[src/rtl/soc_pkg.sv]
// Shared definitions for simple_mem_arbiter: response codes, the FSM state
// encoding, and a helper for the width of a requester index.
package soc_pkg;

  localparam logic [1:0] RESP_OKAY   = 2'b00;
  localparam logic [1:0] RESP_SLVERR = 2'b10;

  typedef enum logic {
    SMA_IDLE = 1'b0,
    SMA_RESP = 1'b1
  } sma_state_e;

  // Width of a requester index; never narrower than one bit.
  function automatic int sma_idx_w(input int n);
    return (n > 1) ? $clog2(n) : 1;
  endfunction

endpackage

[src/rtl/simple_mem_rr_pick.sv]
// Combinational requester picker. With RR = 1 the search starts at ptr_i
// and wraps modulo NUM_REQ. With RR = 0 it starts at 0, which gives fixed
// priority to the lowest index.
module simple_mem_rr_pick
  import soc_pkg::*;
#(
  parameter int NUM_REQ = 4,
  parameter bit RR      = 1'b1
) (
  input  logic [NUM_REQ-1:0]             req_i,
  input  logic [sma_idx_w(NUM_REQ)-1:0]  ptr_i,
  output logic [NUM_REQ-1:0]             gnt_o,
  output logic [sma_idx_w(NUM_REQ)-1:0]  idx_o,
  output logic                           any_o
);

  localparam int OW = sma_idx_w(NUM_REQ);

  // Find the first asserted request at or after the start index.
  always_comb begin
    int start;
    int j;
    gnt_o = '0;
    idx_o = '0;
    any_o = 1'b0;
    start = RR ? int'(ptr_i) : 0;
    j     = 0;
    for (int i = 0; i < NUM_REQ; i++) begin
      j = start + i;
      if (j >= NUM_REQ) j = j - NUM_REQ;
      if (!any_o && req_i[j]) begin
        any_o    = 1'b1;
        gnt_o[j] = 1'b1;
        idx_o    = OW'(j);
      end
    end
  end

endmodule

[src/rtl/simple_mem_arbiter.sv]
// Arbitrates NUM_REQ requesters onto one single-cycle memory port, registers
// the memory response, and returns it to the winner over valid/ready.
// Optional feature: define SIMPLE_MEM_ARBITER_RR_EN for round-robin
// arbitration; otherwise the lowest valid index wins.
//
// Handshakes: a transfer happens on a cycle where valid and ready are both 1.
// req_ready_o depends combinationally on req_valid_i, so requesters must not
// derive valid from ready; they hold valid and payload until ready. The
// response (rsp_valid_o, rsp_rdata_o, rsp_resp_o) is held until rsp_ready_i
// of the owner is seen, and a new grant may be issued in that same cycle.
module simple_mem_arbiter
  import soc_pkg::*;
#(
  parameter int NUM_REQ = 4,
  parameter int ADDR_W  = 32,
  parameter int DATA_W  = 64
) (
  input  logic                        clk_i,
  input  logic                        arst_i,
  input  logic [NUM_REQ-1:0]          req_valid_i,
  output logic [NUM_REQ-1:0]          req_ready_o,
  input  logic [NUM_REQ-1:0]          req_write_i,
  input  logic [NUM_REQ*ADDR_W-1:0]   req_addr_i,
  input  logic [NUM_REQ*DATA_W-1:0]   req_wdata_i,
  input  logic [NUM_REQ*DATA_W/8-1:0] req_wstrb_i,
  output logic [NUM_REQ-1:0]          rsp_valid_o,
  input  logic [NUM_REQ-1:0]          rsp_ready_i,
  output logic [DATA_W-1:0]           rsp_rdata_o,
  output logic [1:0]                  rsp_resp_o,
  output logic                        mem_we_o,
  output logic [ADDR_W-1:0]           mem_waddr_o,
  output logic [DATA_W-1:0]           mem_wdata_o,
  output logic [DATA_W/8-1:0]         mem_wstrb_o,
  input  logic [1:0]                  mem_wresp_i,
  output logic                        mem_re_o,
  output logic [ADDR_W-1:0]           mem_raddr_o,
  input  logic [DATA_W-1:0]           mem_rdata_i,
  input  logic [1:0]                  mem_rresp_i,
  output logic                        dbg_state_o
);

  localparam int OW = sma_idx_w(NUM_REQ);
  localparam int SW = DATA_W / 8;

  sma_state_e          state_q, state_d;
  logic [OW-1:0]       owner_q, owner_d;
  logic [DATA_W-1:0]   rdata_q, rdata_d;
  logic [1:0]          resp_q, resp_d;
  logic [OW-1:0]       rr_ptr;

  logic [NUM_REQ-1:0]  gnt;
  logic [OW-1:0]       g_idx;
  logic                g_any;
  logic                grant_en;
  logic                grant;

`ifdef SIMPLE_MEM_ARBITER_RR_EN
  localparam bit RR = 1'b1;
  logic [OW-1:0] rr_ptr_q, rr_ptr_d;

  // Round-robin pointer: the next search starts just after the last winner.
  always_ff @(posedge clk_i or posedge arst_i) begin
    if (arst_i) rr_ptr_q <= '0;
    else        rr_ptr_q <= rr_ptr_d;
  end

  // Advance the pointer on every grant, wrapping from NUM_REQ-1 to 0.
  always_comb begin
    rr_ptr_d = rr_ptr_q;
    if (grant) rr_ptr_d = (g_idx == OW'(NUM_REQ - 1)) ? '0 : g_idx + OW'(1);
  end

  assign rr_ptr = rr_ptr_q;
`else
  localparam bit RR = 1'b0;
  assign rr_ptr = '0;
`endif

  simple_mem_rr_pick #(
    .NUM_REQ (NUM_REQ),
    .RR      (RR)
  ) u_pick (
    .req_i (req_valid_i),
    .ptr_i (rr_ptr),
    .gnt_o (gnt),
    .idx_o (g_idx),
    .any_o (g_any)
  );

  // A grant needs a free response slot: idle, or the pending one retiring now.
  // Reset masks it so nothing leaks out combinationally while held.
  assign grant_en = !arst_i && ((state_q == SMA_IDLE) || rsp_ready_i[owner_q]);
  assign grant    = grant_en && g_any;

  assign dbg_state_o = state_q;

  // State, owner and registered memory response.
  always_ff @(posedge clk_i or posedge arst_i) begin
    if (arst_i) begin
      state_q <= SMA_IDLE;
      owner_q <= '0;
      rdata_q <= '0;
      resp_q  <= RESP_OKAY;
    end else begin
      state_q <= state_d;
      owner_q <= owner_d;
      rdata_q <= rdata_d;
      resp_q  <= resp_d;
    end
  end

  // Next state, memory port drive and response outputs.
  always_comb begin
    state_d     = state_q;
    owner_d     = owner_q;
    rdata_d     = rdata_q;
    resp_d      = resp_q;
    req_ready_o = '0;
    rsp_valid_o = '0;
    rsp_rdata_o = rdata_q;
    rsp_resp_o  = resp_q;
    mem_we_o    = 1'b0;
    mem_waddr_o = '0;
    mem_wdata_o = '0;
    mem_wstrb_o = '0;
    mem_re_o    = 1'b0;
    mem_raddr_o = '0;

    if (state_q == SMA_RESP) begin
      rsp_valid_o[owner_q] = 1'b1;
      if (rsp_ready_i[owner_q]) state_d = SMA_IDLE;
    end

    if (grant) begin
      req_ready_o = gnt;
      owner_d     = g_idx;
      state_d     = SMA_RESP;
      if (req_write_i[g_idx]) begin
        mem_we_o    = 1'b1;
        mem_waddr_o = req_addr_i[g_idx*ADDR_W +: ADDR_W];
        mem_wdata_o = req_wdata_i[g_idx*DATA_W +: DATA_W];
        mem_wstrb_o = req_wstrb_i[g_idx*SW +: SW];
        resp_d      = mem_wresp_i;
        rdata_d     = '0;
      end else begin
        mem_re_o    = 1'b1;
        mem_raddr_o = req_addr_i[g_idx*ADDR_W +: ADDR_W];
        resp_d      = mem_rresp_i;
        rdata_d     = mem_rdata_i;
      end
    end
  end

endmodule

[config.mk]
export PLATFORM = sky130hd
export DESIGN_NAME = simple_mem_arbiter
export DESIGN_NICKNAME = d
export VERILOG_FILES = /design/src/rtl/soc_pkg.sv /design/src/rtl/simple_mem_rr_pick.sv /design/src/rtl/simple_mem_arbiter.sv
export SDC_FILE = /design/constraint.sdc
export NUM_CORES = 1
export LEC_CHECK = 0
export CAP_MARGIN = 25
export CORE_AREA = 2 2 278 280
export CTS_BUF_LIST = sky130_fd_sc_hd__clkbuf_8 sky130_fd_sc_hd__clkbuf_16
export CTS_CLUSTER_DIAMETER = 50
export DETAILED_ROUTE_END_ITERATION = 10
export DIE_AREA = 0 0 280 282
export GPL_ROUTABILITY_DRIVEN = 0
export GPL_TIMING_DRIVEN = 0
export HOLD_SLACK_MARGIN = 0.05
export PLACE_DENSITY = 0.36
export SLEW_MARGIN = 5
export SYNTH_ARGS = -nofsm -noshare
export SYNTH_HDL_FRONTEND = slang
export SYNTH_SLANG_ARGS = --single-unit
[constraint.sdc]
create_clock -name clk_i -period 10.8 [get_ports clk_i]
set_clock_uncertainty 0.2 [all_clocks]
set_input_delay 3.24 -clock clk_i [delete_from_list [all_inputs] [get_ports clk_i]]
set_output_delay 3.24 -clock clk_i [all_outputs]
set_load 0.02 [all_outputs]
==> qor.csv <==
stage,metric,value,unit
synthesis,Main synth FF type,dfrtp_1,
timing,Final Hold Slack,0.303,ns
clocking,CTS Hold Buffers Added,0,
clocking,clock-pin slew on the worst setup and hold paths,0.06,ns
worst_setup_path,RR Endpoint,rsp_rdata_o[20],
pwr,PwrDens,104,mW/mm^2
worst_setup_path,CP Buf/Inv Count,5,
worst_setup_path,R2R Path Start,owner_q[0],
worst_setup_path,worst-path fanout max,11,
floorplanning,core outline area,0.0757,sq mm
global_routing,grt ovf,0,
min_path,Hold EP,rsp_rdata_o[53],
timing,final hold violation count,0,
synthesis,post-synthesis adder-cell area fraction,0,%
routing,met2 WL,28.7,mm
global_routing,global-route wire length before repair,73.9,mm
pwr,Max VDD drop,0.0000574,V
clocking,clk buf depth,2,
finish,fill cell count,8418,
timing,achievable frequency,95.4,MHz
timing,Tcrit/Tclk final,97.0,%
clocking,Skew-Pair Late Insertion Delay,0.33,ns
floorplanning,Die Area,0.0790,sq mm
global_routing,largest net degree at the start of global routing,59,
pwr,P_leak,0.00528,uW
routing,vias,8781,
worst_setup_path,Setup CP Type,primary input to primary output,
worst_setup_path,worst r2r path cells,10,
clocking,# clock sinks,69,
synthesis,synth top area cells,"dfrtp_1 (28%), mux2_2 (19%), o221ai_1 (10%)",
clocking,Post-CTS Setup Inserts,0,
min_path,Worst Hold Class,flop to flop,
worst_setup_path,worst path cell trace,clkdlybuf4s50_1 > nor2b_1 > o21ai_2 > buf_2 > buf_4 > clkbuf_1 > o221ai_1 > a21oi_2 > clkdlybuf4s50_1,
synthesis,most frequent cell after synthesis,mux2_2,
worst_setup_path,critical path endpoint category,primary output,
global_routing,Total GRT Usage,13.2,%
routing,Routed met3 length,4.63,mm
status,status,completed,
finish,Finished Cell Area,0.0149,sq mm
clocking,clock tree root buffer cell,clkbuf_16,
finish,Syn-to-layout area delta,143,%
timing,Final Setup Violations,0,
routing,drt via density,3.67,
synthesis,mux cell area share after synthesis,19.4,%
run,max-cap viol count,0,
synthesis,"area leader, netlist",dfrtp_1,
synthesis,Mean Syn Cell Area,9.05,sq um
placed_design,Area after DPL,0.0146,sq mm
synthesis,simple-gate share of the synthesized area,11.9,%
worst_setup_path,critical path launch point type,primary input,
synthesis,Synth Area in XOR/XNOR,0,%
synthesis,Syn Nets,1178,
clocking,H-tree depth,3,
routing,DRC viols,0,
synthesis,"flops & latches, synth",69,
synthesis,synth warn,0,
timing,worst setup margin,0.320,ns
placed_design,Detailed Place HPWL,47.8,mm
worst_setup_path,"most used cell, CP",clkdlybuf4s50_1,
placed_design,Port Buffers,709,
floorplanning,Site Rows,101,
worst_setup_path,worst stage delay on the critical path,0.63,ns
worst_setup_path,Worst EP arrival,7.04,ns
placed_design,pre-CTS setup slack,-0.365,ns
timing,Least-Margin Pin Slew,1.06,ns
floorplanning,Die Y,282,um
routing,final wirelength,55.4,mm
synthesis,"top cells by count, synth","mux2_2 (105), nand2_1 (75), o221ai_1 (73), dfrtp_1 (69), a22o_1 (65)",
global_routing,initial antenna violation count,8,
worst_setup_path,CP top delay family,buffers and inverters,
timing,fin crit period,10.48,ns
routing,"antenna viol nets, final",0,
synthesis,Syn Inst Count,680,
synthesis,main combinational cell family by area after synthesis,compound AO/OA/AOI/OAI gates,
synthesis,Synth Cell Area,0.00615,sq mm
finish,post-route core utilization,19.7,%
clocking,CTS buffer count,9,
synthesis,Netlist cell types,31,
timing,RSZ-0062 raised after global routing,no,
finish,FF+latch area,0.00173,sq mm
synthesis,ys async rst share,100,%
finish,Layout Nets,1905,
routing,drt first pass iters,5,
floorplanning,Starting Density,8.13,%
synthesis,"Seq/Total Area, Yosys",28.1,%
routing,DR WL/cell,23.1,um
worst_setup_path,worst path required time,7.36,ns
routing,met1 wire length,21.6,mm
worst_setup_path,R2R setup slack,7.73,ns
routing,DR iter-0 viols,435,
synthesis,Synth Area in Compound Gates,33.4,%
finish,share of layout cells above drive strength 1,15.9,%
min_path,worst hold start,rsp_rdata_o[53],
synthesis,top-area cell type share of the netlist area,28.1,%
clocking,CTS tree,done,
floorplanning,die width,280,um
worst_setup_path,critical path's slowest cell,clkdlybuf4s50_1,
routing,Max Used Layer,met4,
timing,Max Slew Vio Count,0,
min_path,Hold Path Cell Cnt,1,
timing,Max transition margin,29.3,%
floorplanning,io pins,711,
pwr,Pwr Total,1550,uW
synthesis,Post-synth EDFFs,0,
global_routing,vias in the first global route,9545,
finish,area of the multi-input gates,0.00400,sq mm
## worst max-delay path by stage
stage                   start         endpoint  slack (ns)  cells after the start
6_report       req_valid_i[2]  mem_wdata_o[32]        0.32                      9
5_1_grt        req_valid_i[2]  mem_wdata_o[32]        0.05                      9
4_1_cts        req_valid_i[2]   mem_wstrb_o[1]        0.11                      9
3_5_place_dp   req_valid_i[2]   mem_wstrb_o[1]       -0.36                      9
3_3_place_gp   req_valid_i[2]   mem_wstrb_o[1]       -1.30                      9
2_1_floorplan  req_valid_i[1]  mem_raddr_o[14]        2.43                      6
## per-stage QoR
| step | instances | setup TNS, ns |
|---|---|---|
| final | 2395 | 0 |
| after global routing | 2391 | 0 |
| after CTS | 2390 | 0 |
| after detailed placement | 2374 | -1.19 |
| after global placement | 2367 | -53.80 |
| after floorplan | 680 | 0 |
## power breakdown
part | total [uW] | internal (uW) | switching [uW]
combinational | 892 | 462 | 430
clock | 302 | 185 | 117
sequential | 355 | 317 | 38.0
total | 1550 | 964 | 585
## repair_timing
item                                   in CTS  in global routing
endpoints found under the hold margin       0                  0
gates resized for setup                     3                  1
setup endpoints to repair                  11                  1
## area by class of cell
type	instances	share of cell area (%)
antenna	5	0.0838
tap	978	8.20
buffer	85	2.93
clock buffer	10	1.60
inverter	5	0.143
multi-input combinational	521	26.8
sequential	69	11.6
clock inverter	6	0.411
timing repair buffer	716	48.3
## kinds of logic after synthesis
kind of cell           count (synthesis)
AOI/OAI and AO/OA                    250
and+or+nand+nor                      165
DFF                                   69
muxes                                106
buffers and inverters                 90
## metal layers
metal	vias to the layer above	GRT usage, %
li1	4117	-
met1	4168	14.7
met2	477	24.8
met3	19	4.04
met4	0	2.11
met5	-	0
## flip-flops by register name (all words and copies together), names as in the netlist
signal	count
owner_q	2
dbg_state_o	1
rsp_resp_o	2
rsp_rdata_o	64
## placed cells by master (no fill, tap or decap), types with 3 or more instances in the layout
| master | Yosys | routed |
|---|---|---|
| buf_6 | 11 | 13 |
| clkinv_2 | 0 | 3 |
| nor2_2 | 30 | 30 |
| dfrtp_1 | 69 | 69 |
| a21oi_2 | 30 | 30 |
| diode_2 | 0 | 5 |
| a22o_1 | 65 | 65 |
| buf_2 | 17 | 16 |
| inv_1 | 4 | 3 |
| a222oi_1 | 32 | 32 |
| clkdlybuf4s50_1 | 0 | 708 |
| nor2b_1 | 3 | 3 |
| nor2_1 | 44 | 44 |
| o221ai_1 | 73 | 73 |
| a21oi_1 | 42 | 42 |
| clkbuf_1 | 54 | 54 |
| buf_8 | 0 | 4 |
| nand2_1 | 75 | 75 |
| clkbuf_16 | 0 | 9 |
| nand2b_1 | 3 | 3 |
| mux2_2 | 105 | 105 |
(Power assumes the default switching activity.)
